$ cat src/rtl/neuron_layer_seq_pkg.sv
// Shared types and defaults for the layer sequencer: state encoding and
// default data width / fetch-pipeline latency.
package neuro_seq_pkg;

    localparam int W_DEF        = 16;
    localparam int PIPE_LAT_DEF = 3;

    typedef enum logic [2:0] {
        S_IDLE     = 3'd0,
        S_DESC_RD  = 3'd1,
        S_DESC_CAP = 3'd2,
        S_LOAD     = 3'd3,
        S_FETCH    = 3'd4,
        S_DRAIN    = 3'd5,
        S_COMMIT   = 3'd6,
        S_DONE     = 3'd7
    } state_e;

    // Width of the drain counter; it only has to hold PIPE_LAT-1.
    function automatic int drain_w(input int lat);
        return (lat > 2) ? $clog2(lat) : 1;
    endfunction

endpackage

$ cat src/rtl/neuron_layer_seq_if.sv
// Bundle of the layer-controller, descriptor-ROM, fetch-pipeline and MAC signals
// seen by the sequencer; slave is the sequencer side, master the environment.
interface neuron_layer_seq_if #(
    parameter int W = neuro_seq_pkg::W_DEF
);
    logic         start;
    logic         abort;
    logic [W-1:0] num_neurons;
    logic         busy;
    logic         done;
    logic [W-1:0] desc_addr;
    logic [W-1:0] desc_val;
    logic         pf_load;
    logic [W-1:0] pf_num_adds;
    logic         pf_start_fetch;
    logic [W-1:0] pf_base;
    logic         pf_we;
    logic         mac_clear;
    logic         mac_commit;
    logic [W-1:0] neuron_idx;
    logic         err;

    modport slave (
        input  start, abort, num_neurons, desc_val, pf_we,
        output busy, done, desc_addr, pf_load, pf_num_adds, pf_start_fetch,
               pf_base, mac_clear, mac_commit, neuron_idx, err
    );

    modport master (
        output start, abort, num_neurons, desc_val, pf_we,
        input  busy, done, desc_addr, pf_load, pf_num_adds, pf_start_fetch,
               pf_base, mac_clear, mac_commit, neuron_idx, err
    );
endinterface

$ cat src/rtl/neuron_layer_seq.sv
// Per-layer sequencer: reads each neuron's add count, drives the fetch pipeline,
// waits out its latency and commits the MAC. Optional macro SEQ_WE_CHECK_EN adds a sticky WE-count check.
module neuron_layer_seq
    import neuro_seq_pkg::*;
#(
    parameter int W        = W_DEF,
    parameter int PIPE_LAT = PIPE_LAT_DEF
) (
    input  logic              clk,
    input  logic              rst,
    neuron_layer_seq_if.slave bus
);

    localparam int DW = drain_w(PIPE_LAT);

    state_e         state_q, state_d;
    logic [W-1:0]   idx_q, idx_d;
    logic [W-1:0]   base_q, base_d;
    logic [W-1:0]   num_q, num_d;
    logic [W-1:0]   n_q, n_d;
    logic [W-1:0]   fcnt_q, fcnt_d;
    logic [DW-1:0]  dcnt_q, dcnt_d;

    always_ff @(posedge clk or negedge rst) begin
        if (!rst) begin
            state_q <= S_IDLE;
            idx_q   <= '0;
            base_q  <= '0;
            num_q   <= '0;
            n_q     <= '0;
            fcnt_q  <= '0;
            dcnt_q  <= '0;
        end else begin
            state_q <= state_d;
            idx_q   <= idx_d;
            base_q  <= base_d;
            num_q   <= num_d;
            n_q     <= n_d;
            fcnt_q  <= fcnt_d;
            dcnt_q  <= dcnt_d;
        end
    end

    // Abort beats everything, so base and index hold their values on abort.
    always_comb begin
        state_d = state_q;
        idx_d   = idx_q;
        base_d  = base_q;
        num_d   = num_q;
        n_d     = n_q;
        fcnt_d  = fcnt_q;
        dcnt_d  = dcnt_q;
        if (bus.abort) begin
            state_d = S_IDLE;
        end else begin
            case (state_q)
                S_IDLE: begin
                    if (bus.start) begin
                        num_d = bus.num_neurons;
                        if (bus.num_neurons == '0) begin
                            state_d = S_DONE;
                        end else begin
                            idx_d   = '0;
                            base_d  = '0;
                            state_d = S_DESC_RD;
                        end
                    end
                end
                S_DESC_RD:  state_d = S_DESC_CAP;
                S_DESC_CAP: begin
                    n_d     = bus.desc_val;
                    state_d = S_LOAD;
                end
                S_LOAD: begin
                    fcnt_d  = n_q;
                    state_d = (n_q == '0) ? S_COMMIT : S_FETCH;
                end
                S_FETCH: begin
                    fcnt_d = fcnt_q - W'(1);
                    dcnt_d = DW'(PIPE_LAT - 1);
                    if (fcnt_q == W'(1)) state_d = S_DRAIN;
                end
                S_DRAIN: begin
                    dcnt_d = dcnt_q - DW'(1);
                    if (dcnt_q == '0) state_d = S_COMMIT;
                end
                S_COMMIT: begin
                    base_d = base_q + n_q;
                    if (idx_q == num_q - W'(1)) begin
                        state_d = S_DONE;
                    end else begin
                        idx_d   = idx_q + W'(1);
                        state_d = S_DESC_RD;
                    end
                end
                S_DONE:  state_d = S_IDLE;
                default: state_d = S_IDLE;
            endcase
        end
    end

    assign bus.busy           = (state_q != S_IDLE);
    assign bus.done           = (state_q == S_DONE);
    assign bus.desc_addr      = idx_q;
    assign bus.neuron_idx     = idx_q;
    assign bus.pf_base        = base_q;
    assign bus.pf_num_adds    = n_q;
    assign bus.pf_load        = (state_q == S_LOAD);
    assign bus.mac_clear      = (state_q == S_LOAD);
    assign bus.pf_start_fetch = (state_q == S_FETCH);
    assign bus.mac_commit     = (state_q == S_COMMIT);

`ifdef SEQ_WE_CHECK_EN
    logic [W-1:0] we_cnt_q, we_cnt_d;
    logic         err_q, err_d;

    always_ff @(posedge clk or negedge rst) begin
        if (!rst) begin
            we_cnt_q <= '0;
            err_q    <= 1'b0;
        end else begin
            we_cnt_q <= we_cnt_d;
            err_q    <= err_d;
        end
    end

    // WE pulses are counted in the window after LOAD up to the last DRAIN cycle.
    always_comb begin
        we_cnt_d = we_cnt_q;
        err_d    = err_q;
        if (state_q == S_LOAD) begin
            we_cnt_d = '0;
        end else if ((state_q == S_FETCH || state_q == S_DRAIN) && bus.pf_we) begin
            we_cnt_d = we_cnt_q + W'(1);
        end
        if (!bus.abort) begin
            if (state_q == S_IDLE && bus.start) err_d = 1'b0;
            if (state_q == S_COMMIT && we_cnt_q != n_q) err_d = 1'b1;
        end
    end

    assign bus.err = err_q;
`else
    logic unused_we;
    assign unused_we = bus.pf_we;
    assign bus.err   = 1'b0;
`endif

endmodule

$ cat src/flat_wrapper.sv
// flat-port wrapper written by rule: the top's interface ports become plain ports
module neuron_layer_seq_flat import neuro_seq_pkg::*;
#(
    parameter int W        = W_DEF,
    parameter int PIPE_LAT = PIPE_LAT_DEF
)
  (clk, rst, bus_start, bus_abort, bus_num_neurons, bus_desc_val, bus_pf_we, bus_busy, bus_done, bus_desc_addr, bus_pf_load, bus_pf_num_adds, bus_pf_start_fetch, bus_pf_base, bus_mac_clear, bus_mac_commit, bus_neuron_idx, bus_err);
  neuron_layer_seq_if #(.W(W)) bus_i ();
  input  logic clk;
  input  logic rst;
  input wire logic [$bits(bus_i.start)-1:0] bus_start;
  input wire logic [$bits(bus_i.abort)-1:0] bus_abort;
  input wire logic [$bits(bus_i.num_neurons)-1:0] bus_num_neurons;
  input wire logic [$bits(bus_i.desc_val)-1:0] bus_desc_val;
  input wire logic [$bits(bus_i.pf_we)-1:0] bus_pf_we;
  output wire logic [$bits(bus_i.busy)-1:0] bus_busy;
  output wire logic [$bits(bus_i.done)-1:0] bus_done;
  output wire logic [$bits(bus_i.desc_addr)-1:0] bus_desc_addr;
  output wire logic [$bits(bus_i.pf_load)-1:0] bus_pf_load;
  output wire logic [$bits(bus_i.pf_num_adds)-1:0] bus_pf_num_adds;
  output wire logic [$bits(bus_i.pf_start_fetch)-1:0] bus_pf_start_fetch;
  output wire logic [$bits(bus_i.pf_base)-1:0] bus_pf_base;
  output wire logic [$bits(bus_i.mac_clear)-1:0] bus_mac_clear;
  output wire logic [$bits(bus_i.mac_commit)-1:0] bus_mac_commit;
  output wire logic [$bits(bus_i.neuron_idx)-1:0] bus_neuron_idx;
  output wire logic [$bits(bus_i.err)-1:0] bus_err;
  assign bus_i.start = bus_start;
  assign bus_i.abort = bus_abort;
  assign bus_i.num_neurons = bus_num_neurons;
  assign bus_i.desc_val = bus_desc_val;
  assign bus_i.pf_we = bus_pf_we;
  assign bus_busy = bus_i.busy;
  assign bus_done = bus_i.done;
  assign bus_desc_addr = bus_i.desc_addr;
  assign bus_pf_load = bus_i.pf_load;
  assign bus_pf_num_adds = bus_i.pf_num_adds;
  assign bus_pf_start_fetch = bus_i.pf_start_fetch;
  assign bus_pf_base = bus_i.pf_base;
  assign bus_mac_clear = bus_i.mac_clear;
  assign bus_mac_commit = bus_i.mac_commit;
  assign bus_neuron_idx = bus_i.neuron_idx;
  assign bus_err = bus_i.err;
  neuron_layer_seq #(.W(W), .PIPE_LAT(PIPE_LAT)) u_core (.clk(clk), .rst(rst), .bus(bus_i));
endmodule
$ cat config.mk
export PLATFORM = sky130hd
export DESIGN_NAME = neuron_layer_seq_flat
export DESIGN_NICKNAME = d
export VERILOG_FILES = /design/src/rtl/neuron_layer_seq_pkg.sv /design/src/rtl/neuron_layer_seq_if.sv /design/src/rtl/neuron_layer_seq.sv /design/src/flat_wrapper.sv
export SDC_FILE = /design/constraint.sdc
export NUM_CORES = 1
export LEC_CHECK = 0
export ABC_AREA = 1
export CORE_MARGIN = 2
export CORE_UTILIZATION = 30
export DETAILED_ROUTE_END_ITERATION = 8
export MAX_ROUTING_LAYER = met4
export SLEW_MARGIN = 20
export SYNTH_ARGS = -nofsm -noshare
export SYNTH_HDL_FRONTEND = slang
export SYNTH_SLANG_ARGS = --single-unit
$ cat constraint.sdc
create_clock -name clk -period 3.9 [get_ports clk]
set_input_delay 0.975 -clock clk [delete_from_list [all_inputs] [get_ports clk]]
set_output_delay 0.975 -clock clk [all_outputs]
set_load 0.01 [all_outputs]
== Word level (Yosys, flattened, before mapping) ==
Cells that the tools add are included.
Operators by class
  $add $sub $neg: 5
  equal/unequal tests: 15
  mux-type cells: 15
  bitwise logic cells: 1
  reductions and logical operators: 15
Operators by type and width (count)
  $pmux 16 s2: 3
  $mux 16: 3
  $logic_not 16->1: 2
  $sub 16x1->16 const B: 2
  $pmux 3 s8: 1
  $mux 3: 6
  $add 16x1->16 const B: 1
  $add 16x16->16: 1
  $eq 16x1->1 const B: 1
  $eq 16x16->1: 1
  $eq 3x3->1 const B: 4
  $eq 3x2->1 const B: 2
  $ne 2x2->1 const B: 3
  $ne 3x2->1 const B: 2
  $reduce_and 2->1: 3
  $reduce_and 3->1: 2
  $reduce_bool 2->1: 3
  $reduce_and 5->1: 1
  $pmux 2 s2: 1
  $reduce_and 4->1: 1
  $eq 3x1->1 const B: 1
  $logic_not 3->1: 1
  $ne 3x3->1 const B: 1
  $reduce_bool 3->1: 1
  other kinds (4): 4
Word-level totals
  register bits: 85
  input port bits: 37
  output and inout bits: 71
  word-level logic and storage cells: 58

== Longest topological paths before layout ==
Gate-level depths: netlist of run 1.
  depth after elaboration: 5
  mapped depth: 15
  gate-level depth less buffers: 15

== Worst setup path after synthesis of run 1 ==
OpenSTA, ideal clock, no wires.
  path type: register -> output
  from: reg u_core.state_q[0]
  to: out bus_pf_start_fetch
  arrival time: 1149 ps
  required time: 2925 ps
  path slack: 1776 ps
  stages on the path, launching flop included: 5
  buffers on the path: 1
  cells stage by stage: dfrtp_1 nor2_1 inv_1 nor2_2 clkbuf_1
Between the ends
  word-level cells in the longest chain between the ends: 1
RTL lines
  start: declaration: RTL line neuron_layer_seq.sv:16  | state_e state_q, state_d;
  start signal: assignment: RTL line neuron_layer_seq.sv:34  | state_q <= state_d;
  $eq 3x3->1: RTL line neuron_layer_seq.sv:110  | assign bus.pf_start_fetch = (state_q == S_FETCH);
  end: declaration: RTL line flat_wrapper.sv:21  | output wire logic [$bits(bus_i.pf_start_fetch)-1:0] bus_pf_start_fetch;
No other way between the ends.

== Worst setup path in the final report of run 1 ==
Ends and elaborated chain as after synthesis.

==> results_dict.tcl, run 1 <==
set metrics [dict create \
    rr_worst_depth 15 \
    grt.overflow.total 0 \
    whs_ps 493 \
    initial_core_util_pct 30.6 \
    worst-slew-pin-transition_ps 758 \
    post-cts-setup-buffer-count 0 \
    cap_violations 0 \
    ys_ff_latch 85 \
    gp_congestion 0.833 \
    grt_pass1_wl_um 25300 \
    path_class "flip-flop to primary output" \
    die_h_um 142 \
    yosys_warnings 0 \
    finClkSkew_ps 11.2 \
    path_buf_inv 3 \
    clkTransAtPathRegs_ps 70 \
    post-route-period-util_pct 74.4 \
    min_path_type "flip-flop to flip-flop" \
    final_layout_size_suffix_gt1_share_pct 6.38 \
    portBuffers 105 \
    viasPerCell 4.61 \
    worst_setup_path_end_kind "primary output" \
    antenna_found_initial 0 \
    final-setup-viol-count 0 \
    fp.coreArea_um2 18700 \
    final_util_pct 38.3 \
    slowest_stage "clkdlybuf4s50_1" \
    fin_cells 1112 \
    dr.pass1.iters 4 \
    wire_per_inst_um 13.8 \
    worst-path-stages 5 \
    cts.sinks 85 \
    peakVddDrop_uv 365 \
    cts_tree "done" \
    root_buffer "clkbuf_16" \
    grt_max_degree 57 \
    final_area_um2 7170 \
    syn-num-nets 847 \
    synth_fa_ha_area_share_pct 4.73 \
    syn_area_um2 5720 \
    p_per_area_nw_per_um2 576 \
    slew_headroom_pct 49.5 \
    finalSetupTns_ps 0 \
    hold_path_depth 1 \
    syn_area_per_cell_um2 7.25 \
    power.leakage_nw 3.39 \
    p_total_mw 4.13 \
    ant_nets 0 \
    mostFrequentLayoutCells "nand2_1 (189), clkdlybuf4s50_1 (104), inv_1 (94)" \
    syn_inst 789 \
    top_level_ports 108 \
    max_stage_delay_ps 570 \
    rsz0062_at_grt "false" \
    place_inst 1096 \
    hold_viol 0 \
    die_area_um2 20200 \
    final_common_cell "nand2_1" \
    numCtsBuffers 9 \
    num_rows 50 \
    drt-initial-drc-count 290 \
    path_cells "nor2_1, inv_1, nor2_2, buf_4, clkdlybuf4s50_1" \
    arrival_ps 1930 \
    cts_resized 0 \
    synth_compound_area_share_pct 13.1 \
    clock_latency_ps 350 \
    synth_mux_area_share_pct 0 \
    syn_to_final_growth_pct 25.4 \
    max_freq_mhz 345 \
    groute.usage.overall_pct 16.4 \
    die_w_um 142 \
    fin_ws_ps 998 \
    pre_cts_ws_ps 981 \
    clockBufferDepth 2 \
    layout_min_cycle_time_ps 2900 \
    hpwl_um 11500 \
    status "finished clean" \
    synth_xor_area_share_pct 5.91 \
    grt_pass1_vias 4965 \
    routed_wl_um 15300 \
    n_antenna_cell 0 \
    crit_family "buffers and inverters" \
    seq_area_frac_synth_pct 37.2 \
    postPlaceCellArea_um2 6870 \
    drc 0 \
    worstSetupStartpointType "flip-flop" \
    synth_top_family_by_area "simple AND/OR/NAND/NOR gates" \
    cp_data_required_time_ps 2920 \
    crit_path_max_fanout 19 \
    hold_buffers 0 \
    synthSimpleGateAreaFrac_pct 28.2 \
    ctsHtreeMaxLevel 3 \
    finalMaxSlewViolations 0 \
    final_nets 931 \
    vias 5126 \
    ys_types 41 \
]
metal layers:
layer / GRT usage (%) / up-vias / wire, um / part of all wire, %
met5: - / - / 0 / 0
met2: 27.4 / 111 / 7290 / 48
li1: - / 2695 / - / -
met4: 4.32 / 0 / 122 / 0.80
met3: 4.10 / 8 / 830 / 5.4
met1: 19.8 / 2312 / 7090 / 46
state kept, by name, summed over array words and instances, names as in the netlist:
| signal | flops |
|---|---|
| u_core.dcnt_q | 2 |
| u_core.bus.desc_addr | 16 |
| u_core.state_q | 3 |
| u_core.bus.pf_num_adds | 16 |
| u_core.fcnt_q | 16 |
| u_core.bus.pf_base | 16 |
| u_core.num_q | 16 |
worst paths after layout:
path	start	to	slack, ps
setup / recovery	u_core.state_q[0]$_DFFE_PN0P_	bus_pf_start_fetch	1000
hold / removal	u_core.dcnt_q[0]$_DFFE_PN0P_	u_core.dcnt_q[0]$_DFFE_PN0P_	490
setup reg to reg	u_core.bus.pf_base[0]$_DFFE_PN0P_	u_core.bus.pf_base[12]$_DFFE_PN0P_	1580
hold reg to reg	u_core.dcnt_q[0]$_DFFE_PN0P_	u_core.dcnt_q[0]$_DFFE_PN0P_	490
max in group asynchronous	rst	u_core.num_q[0]$_DFFE_PN0P_	2480
min in group asynchronous	rst	u_core.fcnt_q[12]$_DFFE_PN0P_	680
synthesized netlist by cell type:
| cell type | count | share of area [%] |
|---|---|---|
| inv_1 | 94 | 6.2 |
| nand3_2 | 2 | 0.35 |
| nor4_1 | 4 | 0.44 |
| nor3_2 | 1 | 0.18 |
| or2_1 | 1 | 0.11 |
| clkbuf_2 | 1 | 0.087 |
| a21o_1 | 3 | 0.39 |
| a221oi_1 | 1 | 0.15 |
| buf_4 | 18 | 2.4 |
| o211ai_1 | 4 | 0.53 |
| buf_2 | 4 | 0.35 |
| o21bai_1 | 1 | 0.13 |
| a32oi_1 | 1 | 0.15 |
| nand2_1 | 189 | 12 |
| nor2_1 | 84 | 5.5 |
| dfrtp_1 | 85 | 37 |
| a21oi_1 | 37 | 3.2 |
| buf_6 | 3 | 0.59 |
| xnor2_1 | 11 | 1.7 |
| nand3b_1 | 2 | 0.26 |
| nor3_4 | 1 | 0.28 |
| o22ai_1 | 2 | 0.22 |
| or2_2 | 11 | 1.2 |
| nand2_4 | 2 | 0.39 |
| ha_1 | 20 | 4.4 |
| inv_2 | 5 | 0.33 |
| nand3_1 | 46 | 4.0 |
| a22oi_1 | 3 | 0.39 |
| o21ai_1 | 7 | 0.61 |
| nand4_1 | 16 | 1.8 |
| a21boi_0 | 1 | 0.13 |
| nor3_1 | 10 | 0.88 |
| nand3_4 | 1 | 0.31 |
| o21ai_0 | 68 | 6.0 |
| o21ai_2 | 8 | 1.2 |
| conb_1 | 1 | 0.066 |
| fa_1 | 1 | 0.35 |
| xnor3_1 | 1 | 0.39 |
| nor2_2 | 1 | 0.11 |
| clkbuf_1 | 13 | 0.85 |
| xor2_1 | 25 | 3.8 |
where the power goes:
part           internal (mW)  switching, mW
Combinational          0.730           1.05
Sequential              1.15          0.310
Clock                  0.499          0.393
Total                   2.38           1.75
cell type report:
| cell class | instances | area [um^2] |
|---|---|---|
| well taps | 234 | 293 |
| fillers | 1958 | 11500 |
| clock buffers | 9 | 225 |
| flip-flops and latches | 85 | 2130 |
| inverters | 99 | 372 |
| clock inverters | 7 | 73.8 |
| repair buffers | 112 | 1100 |
| multi-input cells | 566 | 2980 |
logic make-up (layout without fill, tap and decap cells):
group | count (synthesis) | after routing
other | 1 | 1
xor gates and xnor gates | 37 | 37
DFF | 85 | 85
and+or+nand+nor | 371 | 371
adders and majority gates | 21 | 21
AOI/OAI and AO/OA | 136 | 136
buffers and inverters | 138 | 227
(Power assumes the default switching activity.)
==> inputs of run 2 (changes only) <==
clock period = 2.65 ns   (was 3.9 ns; I/O delays follow)
==> run 2 against run 1 <==
  * Critical path depth fell by 2
  * Count of clock-buffer cells in the layout did not move
  * First-iteration DRC count fell by 1.0%
  * Register-to-register slack got worse by 1200 ps
  * Wire length fell by 0.74%
  * Total power rose by 54%
  * Sequential share of layout area fell by 0.37 points
  * Worst hold slack got worse by 230 ps
  * Combinational power rose by 47%
  * Global-route usage fell by 0.32 points
  * Die area did not move
  * Sequential power rose by 47%
  * Critical path type unchanged
  * Largest power group unchanged
==> results_dict.tcl, run 2 (same netlist as run 1, synthesis figures left out) <==
set metrics [dict create \
    n_antenna_cell 0 \
    num_rows 50 \
    clock_latency_ps 350 \
    portBuffers 105 \
    post-cts-setup-buffer-count 0 \
    hold_buffers 0 \
    final_common_cell "nand2_1" \
    hold_viol 0 \
    finClkSkew_ps 12.2 \
    slowest_stage "clkdlybuf4s50_1" \
    finalSetupTns_ps 0 \
    grt_pass1_wl_um 24900 \
    grt.overflow.total 0 \
    worstSetupStartpointType "flip-flop" \
    drc 0 \
    cts_resized 0 \
    gp_congestion 0.820 \
    cap_violations 0 \
    final-setup-viol-count 0 \
    wl_met1_um 6790 \
    dr.pass1.iters 5 \
    path_class "flip-flop to primary output" \
    cts_tree "done" \
    min_path_type "input port to async pin" \
    max_stage_delay_ps 620 \
    finalMaxSlewViolations 0 \
    final_nets 932 \
    p_total_mw 6.34 \
    final_area_um2 7260 \
    path_cells "inv_2, nor3_4, clkdlybuf4s50_1" \
    grt_pass1_vias 4978 \
    die_w_um 142 \
    worstReg2RegStart "u_core.bus.pf_base[0]$_DFFE_PN0P_" \
    power.leakage_nw 3.43 \
    hpwl_um 11600 \
    cp_data_required_time_ps 1990 \
    viasPerCell 4.71 \
    rsz0062_at_grt "false" \
    top_layer "met4" \
    whs_ps 262 \
    vias 5242 \
    groute.usage.overall_pct 16.1 \
    p_per_area_nw_per_um2 874 \
    clkTransAtPathRegs_ps 70 \
    numCtsBuffers 9 \
    cts.sinks 85 \
    drt-initial-drc-count 287 \
    fp.coreArea_um2 18700 \
    grt_max_degree 52 \
    layout_min_cycle_time_ps 2520 \
    wire_per_inst_um 13.7 \
    worst-slew-pin-transition_ps 561 \
    routed_wl_um 15200 \
    postPlaceCellArea_um2 6890 \
    slew_headroom_pct 62.5 \
    worst_setup_path_end_kind "primary output" \
    top_level_ports 108 \
    die_h_um 142 \
    die_area_um2 20200 \
    ant_nets 0 \
    rr_worst_depth 15 \
    max_freq_mhz 397 \
    crit_path_max_fanout 8 \
    mostFrequentLayoutCells "nand2_1 (189), clkdlybuf4s50_1 (104), inv_1 (94)" \
    post-route-period-util_pct 95.1 \
    peakVddDrop_uv 465 \
    root_buffer "clkbuf_16" \
    route.met3.wl_um 976 \
    syn_to_final_growth_pct 27.0 \
    status "finished clean" \
    antenna_found_initial 0 \
    ctsHtreeMaxLevel 3 \
    wl_met2_um 7340 \
    r2r_end "u_core.bus.pf_base[12]$_DFFE_PN0P_" \
    final_layout_size_suffix_gt1_share_pct 6.48 \
    final_util_pct 38.8 \
    arrival_ps 1860 \
    initial_core_util_pct 30.6 \
    clockBufferDepth 2 \
    reg2reg_slack_ps 340 \
]
## run 2: cell count changes in the layout (fill, tap and decap cells not counted)
cell	previous run	this run
buf_12	0	1
bufinv_16	1	4
clkinv_2	2	0
clkinv_4	2	0
inv_6	1	2
## run 2: worst max-delay path: cells and delay by family, from the launching register on
family	cells	cell delay [ps]
flops	1	430
buf+inv	2	740
simple gates	1	340
## run 2: per-stage QoR
step           std cells  worst slack, ps
6_report            1113              130
5_1_grt             1113             51.7
4_1_cts             1113              120
3_5_place_dp        1097              224
3_3_place_gp        1097              264
2_1_floorplan        789              602
## run 2: layer usage
layer  global-route usage, %  up-vias
met1                    19.2     2410
met3                    4.88       11
li1                        -     2704
met4                    2.95        0
met5                       -        -
met2                    27.2      117
## run 2: final cells by class
type	count	area [um^2]
Fill cell	1975	11400
Multi-Input combinational cell	566	2980
Sequential cell	85	2130
Timing Repair Buffer	113	1120
Inverter	99	372
Tap cell	234	293
Clock buffer	9	225
Clock inverter	7	145
## run 2: worst max path at each step
stage	slack, ps	start	cells past startpoint	to
after CTS	120	u_core.state_q[0]$_DFFE_PN0P_	3	bus_pf_load
after detailed placement	220	bus_num_neurons[7]	11	u_core.bus.desc_addr[4]$_DFFE_PN0P_
after global placement	260	bus_num_neurons[7]	11	u_core.bus.desc_addr[4]$_DFFE_PN0P_
after floorplan	600	u_core.bus.pf_base[0]$_DFFE_PN0P_	15	u_core.bus.pf_base[12]$_DFFE_PN0P_
after global routing	50	u_core.state_q[0]$_DFFE_PN0P_	3	bus_pf_load
final	130	u_core.state_q[2]$_DFFE_PN0P_	3	bus_mac_commit
## run 2: where the power goes
group	internal, mW	switching, mW	leakage, nW	total (mW)
clock	1.02	0.556	0.177	1.58
combinational	1.08	1.53	2.19	2.62
sequential	1.69	0.453	1.06	2.14
